## src/rtl/up2_uart_tx.sv

```systemverilog
// Buffered 8N1 UART transmitter: valid/ready byte FIFO feeding a registered tx shifter.
// Define UP2_UART_TX_PARITY_EN to add an even-parity bit (8E1 framing).
module up2_uart_tx #(
  parameter int CLKS_PER_BIT = 104,
  parameter int FIFO_DEPTH   = 4,
  parameter int FIFO_AW      = 2
) (
  input  logic               clk,
  input  logic               rst,
  input  logic [7:0]         data,
  input  logic               valid,
  output logic               ready,
  output logic               tx,
  output logic               busy,
  output logic [FIFO_AW:0]   level
);

  localparam int CNT_W = (CLKS_PER_BIT > 2) ? $clog2(CLKS_PER_BIT) : 1;
  localparam logic [CNT_W-1:0]   CNT_LAST = CNT_W'(CLKS_PER_BIT - 1);
  localparam logic [FIFO_AW:0]   LVL_FULL = (FIFO_AW + 1)'(FIFO_DEPTH);

  generate
    if (FIFO_DEPTH != (1 << FIFO_AW)) begin : g_bad_depth
      $error("FIFO_DEPTH must equal 2**FIFO_AW");
    end
    if (CLKS_PER_BIT < 2) begin : g_bad_baud
      $error("CLKS_PER_BIT must be 2 or more");
    end
  endgenerate

  typedef enum logic [2:0] {
    S_IDLE,
    S_START,
    S_DATA,
`ifdef UP2_UART_TX_PARITY_EN
    S_PARITY,
`endif
    S_STOP
  } state_t;

  logic [7:0]         r_mem [FIFO_DEPTH];
  logic [FIFO_AW-1:0] r_wr_ptr;
  logic [FIFO_AW-1:0] r_rd_ptr;
  logic [FIFO_AW:0]   r_level;

  state_t             r_state;
  logic [CNT_W-1:0]   r_cnt;
  logic [2:0]         r_idx;
  logic [7:0]         r_shift;
  logic               r_tx;
`ifdef UP2_UART_TX_PARITY_EN
  logic               r_parity;
`endif

  logic               w_push;
  logic               w_pop;
  logic               w_bit_end;
  logic [7:0]         w_head;

  assign ready     = (r_level != LVL_FULL);
  assign w_push    = valid && ready;
  assign w_bit_end = (r_cnt == CNT_LAST);
  assign w_head    = r_mem[r_rd_ptr];
  // Pop from IDLE, or at the end of STOP so the next frame starts with no idle gap.
  assign w_pop     = (r_level != '0) &&
                     ((r_state == S_IDLE) || ((r_state == S_STOP) && w_bit_end));

  assign tx    = r_tx;
  assign level = r_level;
  assign busy  = (r_state != S_IDLE) || (r_level != '0);

  // Storage needs no reset; occupancy is carried by the pointers and level.
  always_ff @(posedge clk) begin
    if (w_push) begin
      r_mem[r_wr_ptr] <= data;
    end
  end

  always_ff @(posedge clk) begin
    if (rst) begin
      r_wr_ptr <= '0;
      r_rd_ptr <= '0;
      r_level  <= '0;
    end else begin
      if (w_push) r_wr_ptr <= r_wr_ptr + FIFO_AW'(1);
      if (w_pop)  r_rd_ptr <= r_rd_ptr + FIFO_AW'(1);
      case ({w_push, w_pop})
        2'b10:   r_level <= r_level + (FIFO_AW + 1)'(1);
        2'b01:   r_level <= r_level - (FIFO_AW + 1)'(1);
        default: r_level <= r_level;
      endcase
    end
  end

  always_ff @(posedge clk) begin
    if (rst) begin
      r_state  <= S_IDLE;
      r_tx     <= 1'b1;
      r_cnt    <= '0;
      r_idx    <= '0;
      r_shift  <= '0;
`ifdef UP2_UART_TX_PARITY_EN
      r_parity <= 1'b0;
`endif
    end else begin
      case (r_state)
        S_IDLE: begin
          r_tx  <= 1'b1;
          r_cnt <= '0;
          if (w_pop) begin
            r_shift  <= w_head;
`ifdef UP2_UART_TX_PARITY_EN
            r_parity <= ^w_head;
`endif
            r_state  <= S_START;
            r_tx     <= 1'b0;
          end
        end

        S_START: begin
          if (w_bit_end) begin
            r_cnt   <= '0;
            r_idx   <= '0;
            r_state <= S_DATA;
            r_tx    <= r_shift[0];
            r_shift <= r_shift >> 1;
          end else begin
            r_cnt <= r_cnt + CNT_W'(1);
          end
        end

        S_DATA: begin
          if (w_bit_end) begin
            r_cnt <= '0;
            if (r_idx == 3'd7) begin
`ifdef UP2_UART_TX_PARITY_EN
              r_state <= S_PARITY;
              r_tx    <= r_parity;
`else
              r_state <= S_STOP;
              r_tx    <= 1'b1;
`endif
            end else begin
              r_idx   <= r_idx + 3'd1;
              r_tx    <= r_shift[0];
              r_shift <= r_shift >> 1;
            end
          end else begin
            r_cnt <= r_cnt + CNT_W'(1);
          end
        end

`ifdef UP2_UART_TX_PARITY_EN
        S_PARITY: begin
          if (w_bit_end) begin
            r_cnt   <= '0;
            r_state <= S_STOP;
            r_tx    <= 1'b1;
          end else begin
            r_cnt <= r_cnt + CNT_W'(1);
          end
        end
`endif

        S_STOP: begin
          if (w_bit_end) begin
            r_cnt <= '0;
            if (w_pop) begin
              r_shift  <= w_head;
`ifdef UP2_UART_TX_PARITY_EN
              r_parity <= ^w_head;
`endif
              r_state  <= S_START;
              r_tx     <= 1'b0;
            end else begin
              r_state <= S_IDLE;
              r_tx    <= 1'b1;
            end
          end else begin
            r_cnt <= r_cnt + CNT_W'(1);
          end
        end

        default: begin
          r_state <= S_IDLE;
          r_tx    <= 1'b1;
          r_cnt   <= '0;
        end
      endcase
    end
  end

endmodule
```

## config.mk

```make
export PLATFORM = sky130hd
export DESIGN_NAME = up2_uart_tx
export DESIGN_NICKNAME = d
export VERILOG_FILES = /design/src/rtl/up2_uart_tx.sv
export SDC_FILE = /design/constraint.sdc
export NUM_CORES = 1
export LEC_CHECK = 0
export ABC_AREA = 1
export CELL_PAD_IN_SITES_DETAIL_PLACEMENT = 0
export CELL_PAD_IN_SITES_GLOBAL_PLACEMENT = 1
export CORE_ASPECT_RATIO = 1.4
export CORE_MARGIN = 2
export CORE_UTILIZATION = 45
export DETAILED_ROUTE_END_ITERATION = 6
export PLACE_DENSITY = 0.88
export SYNTH_ARGS = -nofsm -noshare
export SYNTH_HDL_FRONTEND = slang
export SYNTH_SLANG_ARGS = --single-unit
```

## constraint.sdc

```tcl
create_clock -name clk -period 2.35 [get_ports clk]
set_input_delay 0.47 -clock clk [delete_from_list [all_inputs] [get_ports clk]]
set_output_delay 0.47 -clock clk [all_outputs]
set_load 0.005 [all_outputs]
```

# After elaboration in Yosys (flattened, before gate mapping)
# Memory sizes are Yosys's and may differ from the RTL's. A register that Yosys moved wholly into a read port is not among the register bits.
# Index checks and enable logic that the tools add are counted.
[totals]
ff_bits = 29
mem_bits_rw = 32
input_bits = 11
output_inout_bits = 6
mem_count = 1
[memory_table]
columns = ["memory", "depth", "width", "read_ports", "rd_ports_with_merged_regs", "write_ports", "line", "rtl"]
rows = [
  ["r_mem", 4, 8, 1, 1, 1, "41", "logic [7:0] r_mem [FIFO_DEPTH];"],
]
[op_classes]
add_sub_neg = 6
eq_ne = 14
mux = 28
bitwise_logic = 1
n_reduce_logical = 17
[ops]
columns = ["cell", "count"]
rows = [
  ["2-to-1 mux 8 bit", 5],
  ["one-hot mux 8 bit (4 select lines)", 1],
  ["2-to-1 mux 3 bit", 8],
  ["inequality test 2 bit, second input constant", 6],
  ["one-hot mux 3 bit (2 select lines)", 2],
  ["one-hot mux 3 bit (4 select lines)", 1],
  ["AND reduction 5 bit", 2],
  ["2-to-1 mux 1 bit", 8],
  ["adder 7 x 1 -> 7 bit, second input constant", 1],
  ["== test 7 bit, second input constant", 1],
  ["adder 3 x 1 -> 3 bit, second input constant", 2],
  ["== test 3 x 2 -> 1 bit, second input constant", 2],
  ["nonzero test 3 bit", 2],
  ["OR reduction 3 bit", 2],
  ["adder 2 x 1 -> 2 bit, second input constant", 2],
  ["2-to-1 mux 2 bit", 2],
  ["one-hot mux 1 bit (4 select lines)", 1],
  ["AND reduction 4 bit", 1],
  ["nonzero test 2 bit", 2],
  ["nonzero test 4 bit", 1],
  ["== test 3 x 1 -> 1 bit, second input constant", 1],
  ["== test 3 bit, second input constant", 1],
  ["logical AND 1 bit", 3],
  ["zero test 3 bit", 1],
  ["7 further kinds", 8],
]

# Longest topological paths before layout
[depth]
depth_word = 7
mapped_depth = 14
mapped_depth_nobuf = 14

# Worst setup path before layout
# Ideal clock, no wire load.
[synth_timing]
kind = "reg2reg"
start = "register r_cnt[0]"
end = "register r_level[2] (netlist: level[2])"
setup_time_ns = 0.122
arrival_time_ns = 1.912
path_slack_ns = 0.316
path_stages_with_launch = 15
period_less_slack_ns = 2.034
cell_sequence = "dfxtp_1 -> ha_1 -> nand3_1 -> nor2_1 -> nand2_1 -> nand2_1 -> nand2_2 -> inv_1 -> ha_1 -> inv_1 -> fa_1 -> a21oi_1 -> o21ai_0 -> o21ai_0 -> a21oi_1"
[synth_between]
elab_chain_len = 6
word_cells_on_any_way = 8
cone_classes = "eq/ne: 3; mux: 1; reduce/logical: 4"
[synth_lines]
columns = ["item", "line", "rtl"]
rows = [
  ["start, declared", "47", "logic [CNT_W-1:0] r_cnt;"],
  ["start signal, assigned", "128", "r_cnt <= r_cnt + CNT_W'(1);"],
  ["start signal, assigned", "149", "r_cnt <= r_cnt + CNT_W'(1);"],
  ["start signal, assigned", "180", "r_cnt <= r_cnt + CNT_W'(1);"],
  ["== test 7 bit (*)", "62", "assign w_bit_end = (r_cnt == CNT_LAST);"],
  ["logical AND 1 bit (*)", "66", "((r_state == S_IDLE) || ((r_state == S_STOP) && w_bit_end));"],
  ["logical OR 1 bit (*)", "66", ""],
  ["logical AND 1 bit (*)", "65", "assign w_pop = (r_level != '0) &&"],
  ["via w_pop", "56", "logic w_pop;"],
  ["== test 2 x 1 -> 1 bit or == test 2 bit (tied branches)", "87", "case ({w_push, w_pop})"],
  ["one-hot mux 3 bit (2 select lines) or nonzero test 2 bit (tied branches)", "-", ""],
  ["end signal, assigned", "88", "2'b10: r_level <= r_level + (FIFO_AW + 1)'(1);"],
  ["end signal, assigned", "89", "2'b01: r_level <= r_level - (FIFO_AW + 1)'(1);"],
  ["end signal, assigned", "90", "default: r_level <= r_level;"],
  ["end, declared", "44", "logic [FIFO_AW:0] r_level;"],
]
# The timed path passes the listed nets; every way through them passes the cells marked *.
# A chain may end at the register's enable or synchronous reset.

# Worst setup path after layout
[layout_timing]
start = "register r_state[0]"
end = "output busy"
[layout_between]
elab_chain_len = 2
[layout_lines]
columns = ["item", "line", "rtl"]
rows = [
  ["start, declared", "46", "state_t r_state;"],
  ["start signal, assigned", "97", "r_state <= S_IDLE;"],
  ["start signal, assigned", "115", "r_state <= S_START;"],
  ["start signal, assigned", "124", "r_state <= S_DATA;"],
  ["nonzero test 3 bit", "70", "assign busy = (r_state != S_IDLE) || (r_level != '0);"],
  ["logical OR 1 bit", "70", ""],
  ["end, declared", "14", "output logic busy,"],
]
# No other way between the ends.

==> metrics.log <==
INFO  metric grt_max_degree = 24
INFO  metric synth.most_common_cell = nand2_1
INFO  metric dp_hpwl = 3630 microns
INFO  metric io_count = 17
INFO  metric worstMarginPinSlew = 0.527 ns
INFO  metric clkSlewWorstSetupHoldPaths = around 0.060 ns
INFO  metric synth_cells = 334
INFO  metric min_period = roughly 2.1 ns
INFO  metric cp.required = 1.88 ns
INFO  metric worst-setup-path-type = reg -> out
INFO  metric finalNetCount = 388
INFO  metric dieHeight = between 90 and 100 microns
INFO  metric met3RoutedLength = ~160 microns
INFO  metric initial_antenna_violation_count = 0
INFO  metric cts.htree.levels = 3
INFO  metric worst_setup_path_start_kind = register
INFO  metric final_antenna_net_count = 0
INFO  metric floorplan.initialDensity = 46.9%
INFO  metric netlist_area = 2930 sq um
INFO  metric report.final.hold_viol_count = 0
INFO  metric power.density = between 1000 and 1500 nW/um^2
INFO  metric place.gp.congestion = 0.793
INFO  metric rows = 34
INFO  metric max-clock-path-buffers = 2
INFO  metric highest_routing_layer_actually_used = met4
INFO  metric synthDistinctLibCells = 30
INFO  metric maxSlewHeadroom = approximately 65%
INFO  metric run_status = completed
INFO  metric synth_seq_cells = 62
INFO  metric drt-met1-wl = between 2000 and 2500 microns
INFO  metric yosys.area.top_type_share = about 33%
INFO  metric total_power = 3.87 mW
INFO  metric worst_setup_end_kind = output pin
INFO  metric gr-total-overflow = 0
INFO  metric global_route.usage.total = 16.7%
INFO  metric avgViaCountPerCell = 4.90
INFO  metric postSynthNetCount = approximately 360
INFO  metric async_reset_ff_share = 0%
INFO  metric share_of_the_yosys_chip_area_belonging_to_registers = 53.2%
INFO  metric drt_pre_antenna_iters = 4
INFO  metric leakage = 1.49 nW
INFO  metric ys_top_cells_by_area = edfxtp_1 33%, dfxtp_1 20%, nand2_1 9.0%
INFO  metric grt_first_pass_wirelength = a little over 9000 microns
INFO  metric clock_latency = 0.35 ns
INFO  metric synth.top_cells.by_count = 70 x nand2_1, 56 x inv_1, 35 x nand3_1
INFO  metric final-max-slew-violation-count = 0
INFO  metric tritoncts.num_buffers = 9
INFO  metric drt_wl_total = approximately 5300 microns
INFO  metric fillers = 585
INFO  metric max_cap_violations = 0
INFO  metric holdCritPathClass = reg -> reg
INFO  metric maxClockFrequency = 466 MHz
INFO  metric drtIter0Drc = 123
INFO  metric drive_gt1_share = 13.6%
INFO  metric grt_pass1_vias = 2111
INFO  metric route.vias.total = 2158
INFO  metric critPathArrivalTime = 1.68 ns
INFO  metric diodes = 0
INFO  metric synth.yosys.warnings = 0
INFO  metric synth_flop_cell = edfxtp_1
INFO  metric clk_tree_root_cell = clkbuf_8
INFO  metric min_period_over_period = 91.4%
INFO  metric cts.repair_timing.setup_buffer_count = 0
INFO  metric cts.sinks = 62
INFO  metric wl_per_cell = 12.0 microns
INFO  metric cts_tree = built
INFO  metric drcViolationCount = 0
INFO  metric setup_total_negative_slack = 0 ns
INFO  metric irDropWorstVdd = 729 uV
INFO  metric synth-edff-count = 32
INFO  metric setup_viol_count_final = 0
INFO  metric met2_length = 2630 microns
INFO  metric fin_skew = 0.0117 ns
INFO  metric floorplan.die.width = 72.2 microns
INFO  metric syn_to_final_growth = 15.1%
INFO  metric yosysTopAreaCell = edfxtp_1
INFO  metric fp.dieArea = 7190 sq um
INFO  metric worstPathMaxFanout = 4
INFO  metric placeableCoreArea = approximately 6300 sq um
INFO  metric syn-mean-instance-area = 8.78 sq um
INFO  metric port_buffers = 16
==> worst paths after layout <==
path                            slack, ns  cells after the start               startpoint               endpoint
worst max register to register       0.23                     14      r_cnt[0]$_SDFF_PP0_  level[2]$_SDFFE_PP0P_
worst min-delay path                 0.42                      1      r_cnt[0]$_SDFF_PP0_    r_cnt[0]$_SDFF_PP0_
worst max-delay path                 0.20                      4  r_state[0]$_SDFFE_PP0P_                   busy
worst min register to register       0.42                      1      r_cnt[0]$_SDFF_PP0_    r_cnt[0]$_SDFF_PP0_
==> cells in the final DEF, fill, tap and decap left out, drive strengths merged <==
master	n
nand2	73
a21boi	1
clkbuf	10
nand3b	1
ha	13
nor4	2
clkdlybuf4s50	16
or2	8
nor3	4
nor2	22
nand4	1
clkinvlp	2
nor3b	2
o21ai	9
nand3	35
fa	1
dfxtp	30
edfxtp	32
inv	58
xor2	1
a21oi	31
clkinv	7
buf	9
==> metal layers <==
metal  GRT usage (%)  vias to the layer above
li1                -                     1130
met1            19.1                      981
met2            27.7                       34
met3            3.34                       13
met4            11.3                        0
met5               0                        -
==> kinds of logic after synthesis <==
group,after synthesis,synth area share (%)
adder cells (fa/ha/maj),14,6.23
buffers and inverters,68,9.85
AND/OR/NAND/NOR,148,22.4
XOR/XNOR,1,0.299
AO/OA/AOI/OAI,41,7.97
flip-flops,62,53.2
==> state kept, by name, summed over array words and instances, names as in the netlist, named ones only <==
name and flops:
r_idx 3, r_mem 32, r_shift 8, r_wr_ptr 2
level 3, r_state 2, tx 1, r_cnt 7
r_rd_ptr 2
==> through the flow <==
step / cells / hold slack, ns / utilization, % / cell area, sq um / worst slack [ns]
2_1_floorplan: 334 / 0.418 / - / 2930 / 0.316
3_3_place_gp: 424 / 0.432 / 51.1 / 3200 / 0.142
3_5_place_dp: 424 / 0.450 / 51.1 / 3200 / 0.0770
4_1_cts: 440 / 0.464 / 53.8 / 3360 / 0.0623
5_1_grt: 440 / 0.435 / 54.0 / 3380 / -0.00691
6_report: 440 / 0.418 / 54.0 / 3380 / 0.203
==> where the power goes <==
group,internal (mW),total (mW),switching [mW]
logic,0.641,1.64,1.00
clock network,0.377,0.786,0.409
registers,1.33,1.44,0.108
==> worst max-delay path: stages, from the launching register on <==
cell and delay [ns]:
dfxtp_1 0.35, inv_1 0.09, ha_1 0.24, nand4_1 0.13, clkdlybuf4s50_1 0.51
==> final cells by class <==
class / count / area, sq um / area share [%]
clock buffers: 10 / 128 / 3.78
well taps: 72 / 90.1 / 2.67
clock inverters: 6 / 38.8 / 1.15
inverters: 61 / 234 / 6.93
multi-input cells: 204 / 1090 / 32.4
flip-flops and latches: 62 / 1560 / 46.3
repair buffers: 25 / 228 / 6.74
==> repair_timing <==
action,CTS,global route
endpoints found under the setup margin,0,1
hold buffers,0,0
gates resized for setup,0,8
Power figures use the tool's default switching activity.
